$ cat config.mk
export PLATFORM = sky130hd
export DESIGN_NAME = dw_norm_seq
export DESIGN_NICKNAME = d
export VERILOG_FILES = /design/src/rtl/dw_norm_seq.sv
export SDC_FILE = /design/constraint.sdc
export NUM_CORES = 1
export LEC_CHECK = 0
export ABC_CLOCK_PERIOD_IN_PS = 28800
export BUFFER_PORTS_ARGS = -buffer_cell sky130_fd_sc_hd__buf_2
export CAP_MARGIN = 30
export CORE_MARGIN = 2
export CORE_UTILIZATION = 46
export DETAILED_ROUTE_END_ITERATION = 8
export PLACE_DENSITY = 0.77
export SLEW_MARGIN = 20
export SYNTH_ARGS = -nofsm -noshare
export SYNTH_HDL_FRONTEND = slang
export SYNTH_SLANG_ARGS = --single-unit
$ cat constraint.sdc
create_clock -name clk -period 28.8 [get_ports clk]
set_clock_uncertainty 0.05 [all_clocks]
set_input_delay 5.76 -clock clk [delete_from_list [all_inputs] [get_ports clk]]
set_output_delay 5.76 -clock clk [all_outputs]
set_load 0.1 [all_outputs]
$ cat src/rtl/dw_norm_seq.sv
// Sequential normalizer. Accepts one word at a time, repeatedly drives an
// external arithmetic left shifter with at most MAXSH positions per cycle
// until the word is normalized, then presents the normalized word with the
// total shift count and a zero flag until downstream accepts it.
module dw_norm_seq #(
    parameter int data_width = 17,
    parameter int sh_width   = 4,
    parameter int exp_width  = 6
) (
    input  logic                  clk,
    input  logic                  rst_n,
    input  logic                  in_valid,
    output logic                  in_ready,
    input  logic [data_width-1:0] in_data,
    input  logic                  in_tc,
    output logic [data_width-1:0] sh_data_in,
    output logic [sh_width-1:0]   sh_amt,
    output logic                  sh_data_tc,
    output logic                  sh_tc,
    output logic                  sh_mode,
    input  logic [data_width-1:0] sh_data_out,
    output logic                  out_valid,
    input  logic                  out_ready,
    output logic [data_width-1:0] out_data,
    output logic [exp_width-1:0]  out_exp,
    output logic                  out_zero
);

    localparam int MAXSH  = (1 << sh_width) - 1;
    localparam int LZ_CAP = data_width - 1;

    typedef enum logic [1:0] {IDLE, NORM, DONE} state_t;

    state_t                state_reg, state_next;
    logic [data_width-1:0] data_reg, data_next;
    logic                  tc_reg, tc_next;
    logic [exp_width-1:0]  exp_reg, exp_next;
    logic                  zero_reg, zero_next;

    logic [data_width-2:0] sign_eq;
    logic                  data_is_zero;
    int                    lz;
    logic                  run;
    logic [sh_width-1:0]   amt;

    // Per-bit flags: bit below the MSB matches the MSB (sign extension bits).
    genvar gi;
    generate
        for (gi = 0; gi < data_width - 1; gi++) begin : g_sign_eq
            assign sign_eq[gi] = (data_reg[gi] == data_reg[data_width-1]);
        end
    endgenerate

    assign data_is_zero = (data_reg == '0);

    // Leading-zero / redundant-sign-bit count of the working word.
    always_comb begin
        lz  = 0;
        run = 1'b1;
        if (tc_reg) begin
            for (int i = data_width - 2; i >= 0; i--) begin
                if (run && sign_eq[i]) begin
                    lz = lz + 1;
                end else begin
                    run = 1'b0;
                end
            end
        end else begin
            for (int i = data_width - 1; i >= 0; i--) begin
                if (run && !data_reg[i]) begin
                    lz = lz + 1;
                end else begin
                    run = 1'b0;
                end
            end
            if (lz > LZ_CAP) begin
                lz = LZ_CAP;
            end
        end
    end

    // Shift applied this cycle: the whole count if it fits the shifter port,
    // otherwise the maximum, with the remainder handled on the next cycle.
    always_comb begin
        if (data_is_zero) begin
            amt = '0;
        end else if (lz > MAXSH) begin
            amt = sh_width'(MAXSH);
        end else begin
            amt = sh_width'(lz);
        end
    end

    // Next-state and datapath-update logic for the IDLE/NORM/DONE sequencer.
    always_comb begin
        state_next = state_reg;
        data_next  = data_reg;
        tc_next    = tc_reg;
        exp_next   = exp_reg;
        zero_next  = zero_reg;
        case (state_reg)
            IDLE: begin
                if (in_valid) begin
                    data_next  = in_data;
                    tc_next    = in_tc;
                    exp_next   = '0;
                    zero_next  = (in_data == '0);
                    state_next = NORM;
                end
            end
            NORM: begin
                data_next = sh_data_out;
                exp_next  = exp_reg + exp_width'(amt);
                if (data_is_zero || (lz <= MAXSH)) begin
                    state_next = DONE;
                end
            end
            DONE: begin
                if (out_ready) begin
                    state_next = IDLE;
                end
            end
            default: begin
                state_next = IDLE;
            end
        endcase
    end

    // State and datapath registers; reset discards any word in flight.
    always_ff @(posedge clk or negedge rst_n) begin
        if (!rst_n) begin
            state_reg <= IDLE;
            data_reg  <= '0;
            tc_reg    <= 1'b0;
            exp_reg   <= '0;
            zero_reg  <= 1'b0;
        end else begin
            state_reg <= state_next;
            data_reg  <= data_next;
            tc_reg    <= tc_next;
            exp_reg   <= exp_next;
            zero_reg  <= zero_next;
        end
    end

    assign in_ready   = (state_reg == IDLE);
    assign out_valid  = (state_reg == DONE);
    assign sh_data_in = data_reg;
    assign sh_amt     = (state_reg == NORM) ? amt : '0;
    assign sh_data_tc = tc_reg;
    assign sh_tc      = 1'b0;
    assign sh_mode    = 1'b1;
    assign out_data   = data_reg;
    assign out_exp    = exp_reg;
    assign out_zero   = zero_reg;

endmodule

# After elaboration in Yosys (flattened, before gate mapping)
# Index checks and enable logic that the tools add are counted.
# op_classes
add_sub_neg	32
multipliers	0
n_div	0
n_lt_le_gt_ge	3
n_eq_ne	21
shifts	0
n_mux	140
n_bitwise	0
n_reduce_logical	55
# ops
operator	n
32-bit two-way mux	65
32-bit by 2-bit adder with 32-bit output (second input constant)	31
1-bit two-way mux	64
17-bit zero test	2
17-bit case mux with 2 select lines	1
32-bit by 5-bit > comparator with 1-bit output (second input constant)	1
32-bit by 6-bit > comparator with 1-bit output (second input constant)	1
32-bit by 5-bit less-or-equal comparator with 1-bit output (second input constant)	1
1-bit logical AND	31
17-bit two-way mux	1
1-bit equality test	16
1-bit zero test	16
4-bit two-way mux	3
6-bit case mux with 2 select lines	1
6-bit by 4-bit adder with 6-bit output	1
2-bit two-way mux	3
6-bit two-way mux	1
2-bit case mux with 3 select lines	1
2-bit inequality test (second input constant)	2
2-bit AND reduction	2
3-bit AND reduction	1
2-bit by 1-bit equality test with 1-bit output (second input constant)	1
2-bit equality test (second input constant)	1
2-bit zero test	1
other kinds (3)	3
# word_totals
register_bits	27
latchBits	0
ram_bits	0
rom_bits	0
input_bits	39
out_inout_bits	50
wordCells	256
memories	0

# Logic depth before layout (Yosys ltp)
# logic_depth
depth_word	58
mapped_depth	66
mapped_depth_nobuf	61

# Worst setup path after synthesis
# No wires, ideal clock.
# synth_timing
path_kind	reg2out
from	reg data_reg[16], in the netlist out_data[16]
to	out sh_amt[2]
arrival_time_ps	13043
required_time_ps	22990
setup_slack_ps	9947
stages_incl_launch_ff	57
path_buffers	4
cell_sequence	dfrtp_1 > clkbuf_1 > clkbuf_1 > clkbuf_1 > buf_1 > inv_1 > ha_1 > ha_1 > o21a_1 > ha_1 > mux2_2 > o21a_1 > ha_1 > nand2_1 > nand2_1 > ha_1 > mux2i_1 > o21ai_0 > (+21 left out) > ha_1 > mux2i_1 > a211oi_1 > o22ai_1 > a21oi_1 > ha_1 > a21o_1 > ha_1 > nor2b_1 > xnor2_1 > nor2_1 > xor2_1 > nand4_1 > nor3b_4 > o21ai_2 > o2111ai_4 > o22ai_1 > nor2_1
# synth_between
elab_chain_len	57
elab_cells_between_ends	213
classes_between	31 x add/sub; 2 x order compare; 16 x eq/ne; 132 x mux; 32 x reduce/logical
# synth_lines
element	line	rtl
start, declared	35	logic [data_width-1:0] data_reg, data_next;
start signal, assigned	139	data_reg <= data_next;
1-bit two-way mux	70	if (run && !data_reg[i]) begin
32-bit two-way mux / 1-bit two-way mux (equally long branches)	60	if (tc_reg) begin
32-bit by 2-bit adder with 32-bit output / 1-bit logical AND (equally long branches)	71, 70	
32-bit two-way mux / 1-bit two-way mux (equally long branches)	70	
32-bit two-way mux / 1-bit two-way mux (equally long branches)	60	
32-bit by 2-bit adder with 32-bit output / 1-bit logical AND (equally long branches)	71, 70	
32-bit two-way mux / 1-bit two-way mux (equally long branches)	70	
32-bit two-way mux / 1-bit two-way mux (equally long branches)	60	
(+41 left out)	n/a	
32-bit two-way mux	60	
32-bit by 6-bit > comparator with 1-bit output	76	if (lz > LZ_CAP) begin
32-bit two-way mux	76	
32-bit two-way mux	60	
32-bit by 5-bit > comparator with 1-bit output	87	end else if (lz > MAXSH) begin
4-bit two-way mux	87	
4-bit two-way mux (*)	85	if (data_is_zero) begin
4-bit two-way mux (*)	149	assign sh_amt = (state_reg == NORM) ? amt : '0;
end, declared	17	output logic [sh_width-1:0] sh_amt,
# Every way passes the cells marked *; elsewhere a longest branch is shown, timed or not. The select of a mux whose other input is x is not followed.

# Worst setup path in the final report
# Ends and elaborated chain as after synthesis.

==> flow_metrics.tcl <==
set metrics [dict create \
    status "finished clean" \
    final_design_area_no_fill_sq_um 5918 \
    vias_per_cell 5.789 \
    relSlewSlack_pct 38.37 \
    syn_avg_cell_area_sq_um 7.363 \
    fmaxAchievable_ghz 0.05567 \
    clkSinkCount 27 \
    synth_warnings 0 \
    synth_cell_types 79 \
    post_cts_resized 0 \
    synth-edff-count 0 \
    routed_wirelength_um 13370 \
    hold_path_endpoint "out_exp[5]$_DFFE_PN0P_" \
    antennaDiodeCount 0 \
    cts_tree "done" \
    fp.dieW_um 113.4 \
    cts.hold.buffers_added 0 \
    worst_hold_startpoint "out_exp[5]$_DFFE_PN0P_" \
    clock_tree.root_cell "sky130_fd_sc_hd__clkbuf_16" \
    setup_total_negative_slack_ps 0 \
    tritoncts.num_buffers 3 \
    timing.max_cap.violations 0 \
    io_pins 89 \
    drc 0 \
    floorplan.die_area_sq_um 12850 \
    kind_of_critical_path "reg2out" \
    worstRegToRegCells 61 \
    cts_post_setup_buffers_inserted 0 \
    grt.total_usage_pct 20.65 \
    timing_hold_violations_final 0 \
    stdcell_count 928 \
    final.min_clock_period_ps 17960 \
    whs_path_depth 1 \
    synth_seq_cells 27 \
    synth_sequential_area_ratio_pct 12.28 \
    placement_rows 39 \
    slew_viol_final 0 \
    max_slew.worst_pin.slew_ps 916.1 \
    crit_path_top_delay_cell "sky130_fd_sc_hd__buf_2" \
    endpoint_class_of_the_critical_path "output port" \
    detailed_place.area_sq_um 5838 \
    grt_max_degree 39 \
    critical_path.max_stage_delay_ps 430 \
    flip_flop_count_of_the_largest_register_after_layout 17 \
    wire_length_of_the_first_global_routing_pass_um 22530 \
    slack_of_the_worst_reg_to_reg_path_ps 16000 \
    async_flop_share_pct 100.0 \
    critical_path.max_fanout 38 \
    timing.critical_path.mode_cell "sky130_fd_sc_hd__ha_1" \
    drtAntennaViolNets 0 \
    drt_pass1_iterations 5 \
    globalRoute.totalOverflow 0 \
    initialDrtViolationCount 355 \
    fin_hold_ws_ps 447.8 \
    floorplan.initialDensity_pct 47.56 \
    clk_latency_ps 270 \
    die_h_um 113.4 \
    final.period_utilization_pct 62.37 \
    ctsLongestPathBuffers 2 \
    synthesis.area_sq_um 5500 \
    setup_viol 0 \
    syn_inst_count 747 \
    layout-area-overhead-vs-synth_pct 7.598 \
    wl_per_cell_um 14.40 \
    critical_path_rt_ps 22990 \
    final_layout_size_suffix_gt1_share_pct 17.07 \
    cts.htree.levels 1 \
    critical_path.reg2reg.startpoint "out_data[16]$_DFFE_PN0P_" \
    hold_class "reg2reg" \
    syn_nets 821 \
    number_of_antenna_violations_at_the_first_check_in_global_routing 0 \
    globalplace.congestion 0.9511 \
    total_via_count_in_the_routed_design 5372 \
    cts.reportedPaths.clkPinSlew_ps 70 \
    place.detailed.hpwl_um 10770 \
    vias_in_the_first_global_route 4980 \
    count_of_input_and_output_buffers 86 \
    rsz0062_at_grt "no" \
    coreArea_sq_um 11560 \
    dpl.cell_count 924 \
    nets 860 \
    cp_data_arrival_time_ps 12150 \
    timing.rr.end "out_exp[4]$_DFFE_PN0P_" \
    synthFlopType "sky130_fd_sc_hd__dfrtp_1" \
    timing.critical_path.from_type "register" \
]
## per-layer routing
layer	global-route usage, %	routed length [um]	share of wire [%]
met5	0	0	0
met4	5.528	187	1.4
met3	1.178	616	4.6
met2	35.81	6214	46
met1	28.00	6346	47
## cell usage in the layout, fill, tap and decap left out, types with 16 or more instances in the layout
cell,Yosys,routed
sky130_fd_sc_hd__nor2_1,66,66
sky130_fd_sc_hd__xor2_1,23,23
sky130_fd_sc_hd__o21ai_0,34,34
sky130_fd_sc_hd__nand2b_1,19,19
sky130_fd_sc_hd__nor3_1,28,28
sky130_fd_sc_hd__nor2b_1,17,16
sky130_fd_sc_hd__nand2_1,85,85
sky130_fd_sc_hd__inv_1,19,19
sky130_fd_sc_hd__xnor2_1,57,57
sky130_fd_sc_hd__dfrtp_1,27,27
sky130_fd_sc_hd__a21oi_1,26,26
sky130_fd_sc_hd__ha_1,34,34
sky130_fd_sc_hd__buf_2,3,86
sky130_fd_sc_hd__nand3_1,31,31
## layout make-up
type	count	area, sq um
multi-input combinational	643	4441
clock buffer	3	75.07
tap	143	178.9
sequential	27	675.6
timing repair buffer	91	467.9
clock inverter	1	5.005
fill	1120	5647
inverter	20	75.07
## stage by stage
stage               worst slack [ps]  util, %
detailed placement             11260    50.48
CTS                            10930    51.17
global route                    9932    51.17
finish                         10840    51.17
floorplan                       9947        -
global placement               11660    50.48
## Yosys cell counts, drive strengths merged (19+ instances only)
library cell | count | area [sq um]
nor3 | 28 | 140.1
nand2b | 19 | 118.9
clkbuf | 31 | 116.4
o21ai | 41 | 216.5
xnor2 | 61 | 564.3
a21oi | 26 | 130.1
buf | 26 | 195.2
dfrtp | 27 | 675.7
nand3 | 31 | 155.2
nand2 | 86 | 325.3
nor2 | 66 | 247.7
inv | 19 | 71.32
ha | 34 | 425.4
xor2 | 24 | 217.7
## cells by family after synthesis
kind of cell               share of synthesized area (%)
and+or+nand+nor                                    32.69
AOI/OAI and AO/OA                                  18.68
other                                             0.1365
buffers and inverters                              7.029
DFF                                                12.28
muxes                                              4.436
adders and majority gates                          8.826
xor gates and xnor gates                           15.92
## critical path, delay by kind of cell (launching register included)
family | cells | cell delay, ps
flip-flops | 1 | 320
XOR/XNOR | 2 | 370
AND/OR/NAND/NOR | 10 | 1340
multiplexers | 6 | 1190
adder cells (fa/ha/maj) | 15 | 4550
AO/OA/AOI/OAI | 17 | 3060
buffers and inverters | 4 | 1070
## worst max path at each step
stage	start	end	slack, ps	cells after the start
finish	out_data[16]$_DFFE_PN0P_	sh_amt[2]	10840	54
global route	out_data[16]$_DFFE_PN0P_	sh_amt[3]	9930	54
CTS	out_data[16]$_DFFE_PN0P_	sh_amt[2]	10930	54
detailed placement	out_data[16]$_DFFE_PN0P_	sh_amt[2]	11260	54
global placement	out_data[16]$_DFFE_PN0P_	sh_amt[2]	11660	54
floorplan	out_data[16]$_DFFE_PN0P_	sh_amt[2]	9950	56
Power is not shown: default switching activity piles up to over one toggle a cycle in this logic, so the estimate is an artifact.
